===== config.mk =====
export PLATFORM = sky130hd
export DESIGN_NAME = pulse_period_monitor
export DESIGN_NICKNAME = d
export VERILOG_FILES = /design/src/rtl/pulse_period_monitor.sv
export SDC_FILE = /design/constraint.sdc
export NUM_CORES = 1
export LEC_CHECK = 0
export BUFFER_PORTS_ARGS = -buffer_cell sky130_fd_sc_hd__buf_4
export CORE_MARGIN = 4
export CORE_UTILIZATION = 55
export CTS_BUF_LIST = sky130_fd_sc_hd__clkbuf_4 sky130_fd_sc_hd__clkbuf_8 sky130_fd_sc_hd__clkbuf_16
export CTS_CLUSTER_DIAMETER = 50
export DETAILED_ROUTE_END_ITERATION = 7
export PLACE_DENSITY = 0.81
export SKIP_LAST_GASP = 1
export SLEW_MARGIN = 25
export SYNTH_ARGS = -nofsm -noshare
export SYNTH_HDL_FRONTEND = slang
export SYNTH_SLANG_ARGS = --single-unit

===== constraint.sdc =====
create_clock -name clk -period 2.2 [get_ports clk]
set_input_delay 0.11 -clock clk [delete_from_list [all_inputs] [get_ports clk]]
set_output_delay 0.11 -clock clk [all_outputs]
set_load 0.02 [all_outputs]

===== src/rtl/pulse_period_monitor.sv =====
// Receive-side checker for single-cycle periodic pulse trains: measures event-to-event
// distance, reports each period, tracks lock against EXP_PERIOD and flags errors/timeouts.
module pulse_period_monitor #(
    parameter int CNT_W      = 8,
    parameter int EXP_PERIOD = 5,
    parameter int LOCK_COUNT = 3,
    parameter int TIMEOUT    = 16
) (
    input  logic             clk,
    input  logic             reset,
    input  logic             pulse_in,
    output logic [CNT_W-1:0] period_out,
    output logic             period_valid,
    output logic             locked,
    output logic             err_period,
    output logic             err_timeout
);

    localparam int MATCH_W = $clog2(LOCK_COUNT + 1);

    typedef enum logic [1:0] {
        IDLE    = 2'd0,
        ACQUIRE = 2'd1,
        LOCKED  = 2'd2
    } state_t;

    state_t             state, state_nxt;
    logic [CNT_W-1:0]   cnt, cnt_nxt;
    logic [MATCH_W-1:0] match_cnt, match_nxt;
    logic [CNT_W-1:0]   period_nxt;
    logic               pulse_d;
    logic               valid_nxt, err_period_nxt, err_timeout_nxt;

    logic               evt;
    logic [CNT_W-1:0]   p_meas;
    logic               is_exp;
    logic               timeout_hit;

    assign evt         = pulse_in & ~pulse_d;
    assign p_meas      = cnt + 1'b1;
    assign is_exp      = (p_meas == CNT_W'(EXP_PERIOD));
    assign timeout_hit = (cnt == CNT_W'(TIMEOUT - 1));
    assign locked      = (state == LOCKED);

    always_ff @(posedge clk) begin
        if (reset) begin
            state        <= IDLE;
            cnt          <= '0;
            match_cnt    <= '0;
            pulse_d      <= 1'b0;
            period_out   <= '0;
            period_valid <= 1'b0;
            err_period   <= 1'b0;
            err_timeout  <= 1'b0;
        end else begin
            state        <= state_nxt;
            cnt          <= cnt_nxt;
            match_cnt    <= match_nxt;
            pulse_d      <= pulse_in;
            period_out   <= period_nxt;
            period_valid <= valid_nxt;
            err_period   <= err_period_nxt;
            err_timeout  <= err_timeout_nxt;
        end
    end

    always_comb begin
        state_nxt       = state;
        cnt_nxt         = cnt;
        match_nxt       = match_cnt;
        period_nxt      = period_out;
        valid_nxt       = 1'b0;
        err_period_nxt  = 1'b0;
        err_timeout_nxt = 1'b0;

        case (state)
            IDLE: begin
                cnt_nxt = '0;
                if (evt) begin
                    state_nxt = ACQUIRE;
                    match_nxt = '0;
                end
            end
            ACQUIRE: begin
                // An event on the last counting cycle is a valid measurement, not a timeout
                if (evt) begin
                    cnt_nxt    = '0;
                    valid_nxt  = 1'b1;
                    period_nxt = p_meas;
                    if (is_exp) begin
                        match_nxt = match_cnt + 1'b1;
                        if (match_cnt + 1'b1 == MATCH_W'(LOCK_COUNT))
                            state_nxt = LOCKED;
                    end else begin
                        match_nxt = '0;
                    end
                end else if (timeout_hit) begin
                    state_nxt       = IDLE;
                    cnt_nxt         = '0;
                    match_nxt       = '0;
                    err_timeout_nxt = 1'b1;
                end else begin
                    cnt_nxt = cnt + 1'b1;
                end
            end
            LOCKED: begin
                if (evt) begin
                    cnt_nxt    = '0;
                    valid_nxt  = 1'b1;
                    period_nxt = p_meas;
                    if (!is_exp) begin
                        state_nxt      = ACQUIRE;
                        match_nxt      = '0;
                        err_period_nxt = 1'b1;
                    end
                end else if (timeout_hit) begin
                    state_nxt       = IDLE;
                    cnt_nxt         = '0;
                    match_nxt       = '0;
                    err_timeout_nxt = 1'b1;
                end else begin
                    cnt_nxt = cnt + 1'b1;
                end
            end
            default: begin
                state_nxt = IDLE;
                cnt_nxt   = '0;
                match_nxt = '0;
            end
        endcase
    end

endmodule

* After elaboration in Yosys (flattened, before gate mapping)
Cells that the tools add are included.
** Storage, ports and cells
- Logic and storage cells :: 51
- Input bits :: 3
- Output and inout bits :: 12
- Register bits after elaboration :: 24
** Cells by class
- Muxes and demuxes :: 18
- Eq/ne operators :: 9
- Bitwise operators :: 5
- Add/sub/neg operators :: 2
- Reductions and logical operators :: 9
** Operators by type and width (count)
- $mux 2 :: 13
- $pmux 2 s3 :: 2
- $ne 3x3->1 const B :: 3
- $add 8x1->8 const B :: 1
- $eq 8x3->1 const B :: 1
- $eq 8x4->1 const B :: 1
- $reduce_or 3->1 :: 2
- $eq 2x2->1 const B :: 2
- $not 1->1 :: 4
- $reduce_and 2->1 :: 2
- $reduce_and 4->1 :: 1
- $reduce_or 2->1 :: 2
- $reduce_or 4->1 :: 1
- $mux 1 :: 3
- $add 2x1->2 const B :: 1
- $eq 2x1->1 const B :: 1
- $logic_not 2->1 :: 1
- $ne 2x2->1 const B :: 1
- $and 1x1->1 :: 1

* Logic depth before layout (Yosys ltp)
- Word-level depth :: 6
- Mapped depth :: 7
- Mapped depth without buffers :: 7

* Worst setup path before layout
OpenSTA, ideal clock, no wires.
- Path kind :: register to register
- Start :: reg cnt[0]
- End :: reg state[0]
- Data required time :: 2081 ps
- Arrival :: 1646 ps
- Slack :: 435 ps
- Library setup time :: 119 ps
- Path buffers :: 0
- Stages on the path, launching flop included :: 8
- Period minus slack after synthesis :: 1765 ps
- Path through :: dfxtp_1 > ha_1 > nand3_1 > xor2_1 > o211a_1 > and4_4 > o211a_1 > o221a_1
** Between the ends
- Longest elaborated chain between the ends :: 4
- Elaborated cells between the ends (all ways) :: 10
- Classes of those cells :: 1 x add/sub; 4 x eq/ne; 4 x mux; 1 x reduce/logical
** Ends and longest elaborated chain
- start, declared :: line 28 : logic [CNT_W-1:0] cnt, cnt_nxt;
- start signal, assigned :: line 57 : cnt <= cnt_nxt;
- $add 8x1->8 / $eq 8x4->1 (equally long branches) :: line 40, 42
- $eq 8x3->1 / $mux 2 (equally long branches)
- $ne 3x3->1 (no source line), or another cell as far along
- $reduce_and 4->1 (no source line) / $pmux 2 s3 (equally long branches)
- end signal, assigned :: line 56 : state <= state_nxt;
- end, declared :: line 27 : state_t state, state_nxt;
Parallel ways exist; a longest one is shown, timed or not.
A chain may end at the register's enable or synchronous reset.

* Final worst setup path
- Start :: reg cnt[0]
- End :: reg state[1]
The elaborated chain is that of the path after synthesis.

==> reports/results.tsv <==
stage	metric	value	unit
clock_tree	post_cts_resized	0	
clock_tree	h-tree-depth	1	
timing	layout_min_cycle_time	1960	ps
setup_path	slowest_stage	dfxtp_1	
setup_path	crit_family	simple AND/OR/NAND/NOR gates	
floorplanning	dieHeight	53.2	um
job	max-cap-violations	0	
yosys	synth_edf_count	0	
placed_design	portBuffers	14	
power_and_ir_drop	power.internal	635	uW
grt	antenna_found_initial	0	
timing	worst_pin_slew	447	ps
timing	hold_viol	0	
timing	slew_headroom	70.1	%
setup_path	crit_path_start_kind	register	
clock_tree	clockBufferDepth	2	
timing	setup_viol	0	
placed_design	dpl_cell_area	1250	um2
clock_tree	clk_latency	320	ps
detailed_routing	routed_wl	2160	um
detailed_routing	antenna_left	0	
clock_tree	clock-sinks	24	
detailed_routing	avgRoutedWirePerCell	12.8	um
setup_path	cp_cell_sequence	ha_1 -> nand3_1 -> nor2_1 -> xnor2_1 -> nand4_1 -> o211a_1 -> o221a_1	
setup_path	critical_path_buf_inv_count	0	
floorplanning	rows	16	
detailed_routing	via_per_inst	5.61	
setup_path	cp_data_arrival_time	2190	ps
timing	drv_slew	0	
clock_tree	cts_tree	yes	
final_layout	n_antenna_cell	0	
setup_path	cp.required	2430	ps
power_and_ir_drop	power_leakage	0.531	nW
timing	rsz0062_at_grt	no	
yosys	async_reset_ff_share	0	%
placed_design	hpwl	1610	um
yosys	yosysWarnings	0	
power_and_ir_drop	combPwrFrac	20.0	%
final_layout	syn_to_final_growth	14.7	%
floorplanning	io_pins	15	
timing	setup_tns	0	ps
floorplanning	coreArea	1940	um2
power_and_ir_drop	power_density	686	nW/um2
clock_tree	numCtsBuffers	3	
power_and_ir_drop	pwr-share-seq	54.0	%
grt	grt_overflow	0	
placed_design	globalplace.congestion	0.892	
yosys	synth-seq-cells	24	
final_layout	final_util	66.4	%
detailed_routing	num_vias	942	
min_path	hold_path_class	input pin to register	
power_and_ir_drop	peakVddDrop	0.451	mV
clock_tree	cts_root_buffer	clkbuf_4	
detailed_routing	route.detailed.drc	0	
power_and_ir_drop	p_switching	249	uW
yosys	syn_avg_cell_area	8.92	um2
run_status	status	completed	
setup_path	critPathMaxFanout	7	
setup_path	criticalPathCategory	register to register	
detailed_routing	drt_iter0_drc	26	
power_and_ir_drop	clkPwrFrac	26.0	%
timing	period_share	89.1	%
setup_path	end_kind	register	
yosys	synth_nets	136	
final_layout	fin_nets	152	
grt	grt_max_degree	16	
power_and_ir_drop	switching_share	28.1	%
floorplanning	fp.dieW	53.2	um
yosys	synth.distinct_cells	32	
final_layout	design_area	1290	um2
floorplanning	start_util	57.9	%
timing	fin_skew	5.69	ps
grt	grt_pass1_vias	831	
yosys	ys_seq_area_share	42.8	%
timing	max_freq	0.510	GHz
detailed_routing	dr.pass1.iters	4	
yosys	synth_area	1120	um2
clock_tree	clkSlewWorstSetupHoldPaths	130	ps
clock_tree	cts_setup_buffers	0	
final_layout	drive_gt1_share	16.3	%
grt	track_usage	17.1	%
clock_tree	cts_hold_buf	0	
floorplanning	die_area	2830	um2
grt	grt_pass1_wl	3560	um
yosys	synth_ff_type	dfxtp_1	
yosys	syn_inst	126	
final_layout	fillCellCount	166	
setup_path	slowest_delay	470	ps
## final cells by class
class                      instances  area (um2)  share of cell area (%)
clock buffer                       4        36.3                    2.82
inverter                           9        33.8                    2.62
multi-input combinational         89         592                    45.9
sequential                        24         480                    37.3
tap                               27        33.8                    2.62
timing repair buffer              15         113                    8.74
## logic make-up (layout without fill, tap and decap cells)
logic type               count (synthesis)  count (layout)  share of synthesized area (%)
buffers and inverters                   13              28                           4.57
multiplexers                             1               1                          0.891
AND/OR/NAND/NOR                         49              49                           22.4
adder cells (fa/ha/maj)                  7               7                           7.79
flip-flops                              24              24                           42.8
XOR/XNOR                                 6               6                           4.68
AO/OA/AOI/OAI                           26              26                           16.9
## sequential cells by signal, summed over array words and instances, names as in the netlist
signal and count:
cnt 8, period_out 8, match_cnt 2, state 2, err_period 1, err_timeout 1, period_valid 1, pulse_d 1
## cells in the mapped netlist, types with 2 or more instances
master	n	area share, %
and4_4	2	2.0
buf_2	2	0.89
nand3_1	3	1.3
dfxtp_1	24	43
xor2_1	4	3.1
nor2b_1	4	2.2
nand2_1	6	2.0
o221a_1	2	2.0
clkbuf_1	2	0.67
o21ai_0	4	1.8
a211oi_1	8	5.3
a21oi_1	5	2.2
o211a_1	2	1.8
nor4b_1	2	1.6
nand4_1	2	1.1
inv_1	9	3.0
xnor2_1	2	1.6
nor2_1	23	7.7
ha_1	7	7.8
## per-stage QoR
stage	cells	power [mW]	setup slack (ps)	hold WS (ps)
floorplan	126	0.607	435	238
global placement	164	0.658	358	340
detailed placement	164	0.662	277	346
CTS	168	0.888	250	24.0
global route	168	0.926	104	44.9
finish	168	0.883	240	20.9
## power groups by stage
stage	clock (mW)	sequential [mW]	combinational, mW
global placement	0	0.485	0.174
CTS	0.235	0.477	0.177
floorplan	0	0.503	0.104
finish	0.229	0.477	0.177
global route	0.248	0.480	0.198
detailed placement	0	0.487	0.176
## per-layer routing
metal  vias up  part of all wire (%)  GRT usage [%]
met5         -                     0              0
met4         0                   1.5           6.38
met3         5                   6.7           3.38
met2        29                    44           28.0
met1       437                    47           21.9
li1        471                     -              -
## worst paths after layout
| path | startpoint | end | slack, ps | cells past startpoint |
|---|---|---|---|---|
| worst max-delay path | cnt[0] | state[1] | 240 | 7 |
| worst min-delay path | pulse_in | pulse_d | 20 | 2 |
| worst max register to register | cnt[0] | state[1] | 240 | 7 |
| worst min register to register | match_cnt[0] | match_cnt[0] | 500 | 1 |
## cells in the final DEF (no fill, tap or decap), types with 4 or more instances in the layout
master and count:
nor2b_1 4, a21oi_1 5, xor2_1 4, dfxtp_1 24
nand2_1 6, o21ai_0 4, nor2_1 23, buf_4 15
a211oi_1 8, ha_1 7, inv_1 9
(Power assumes the default switching activity.)
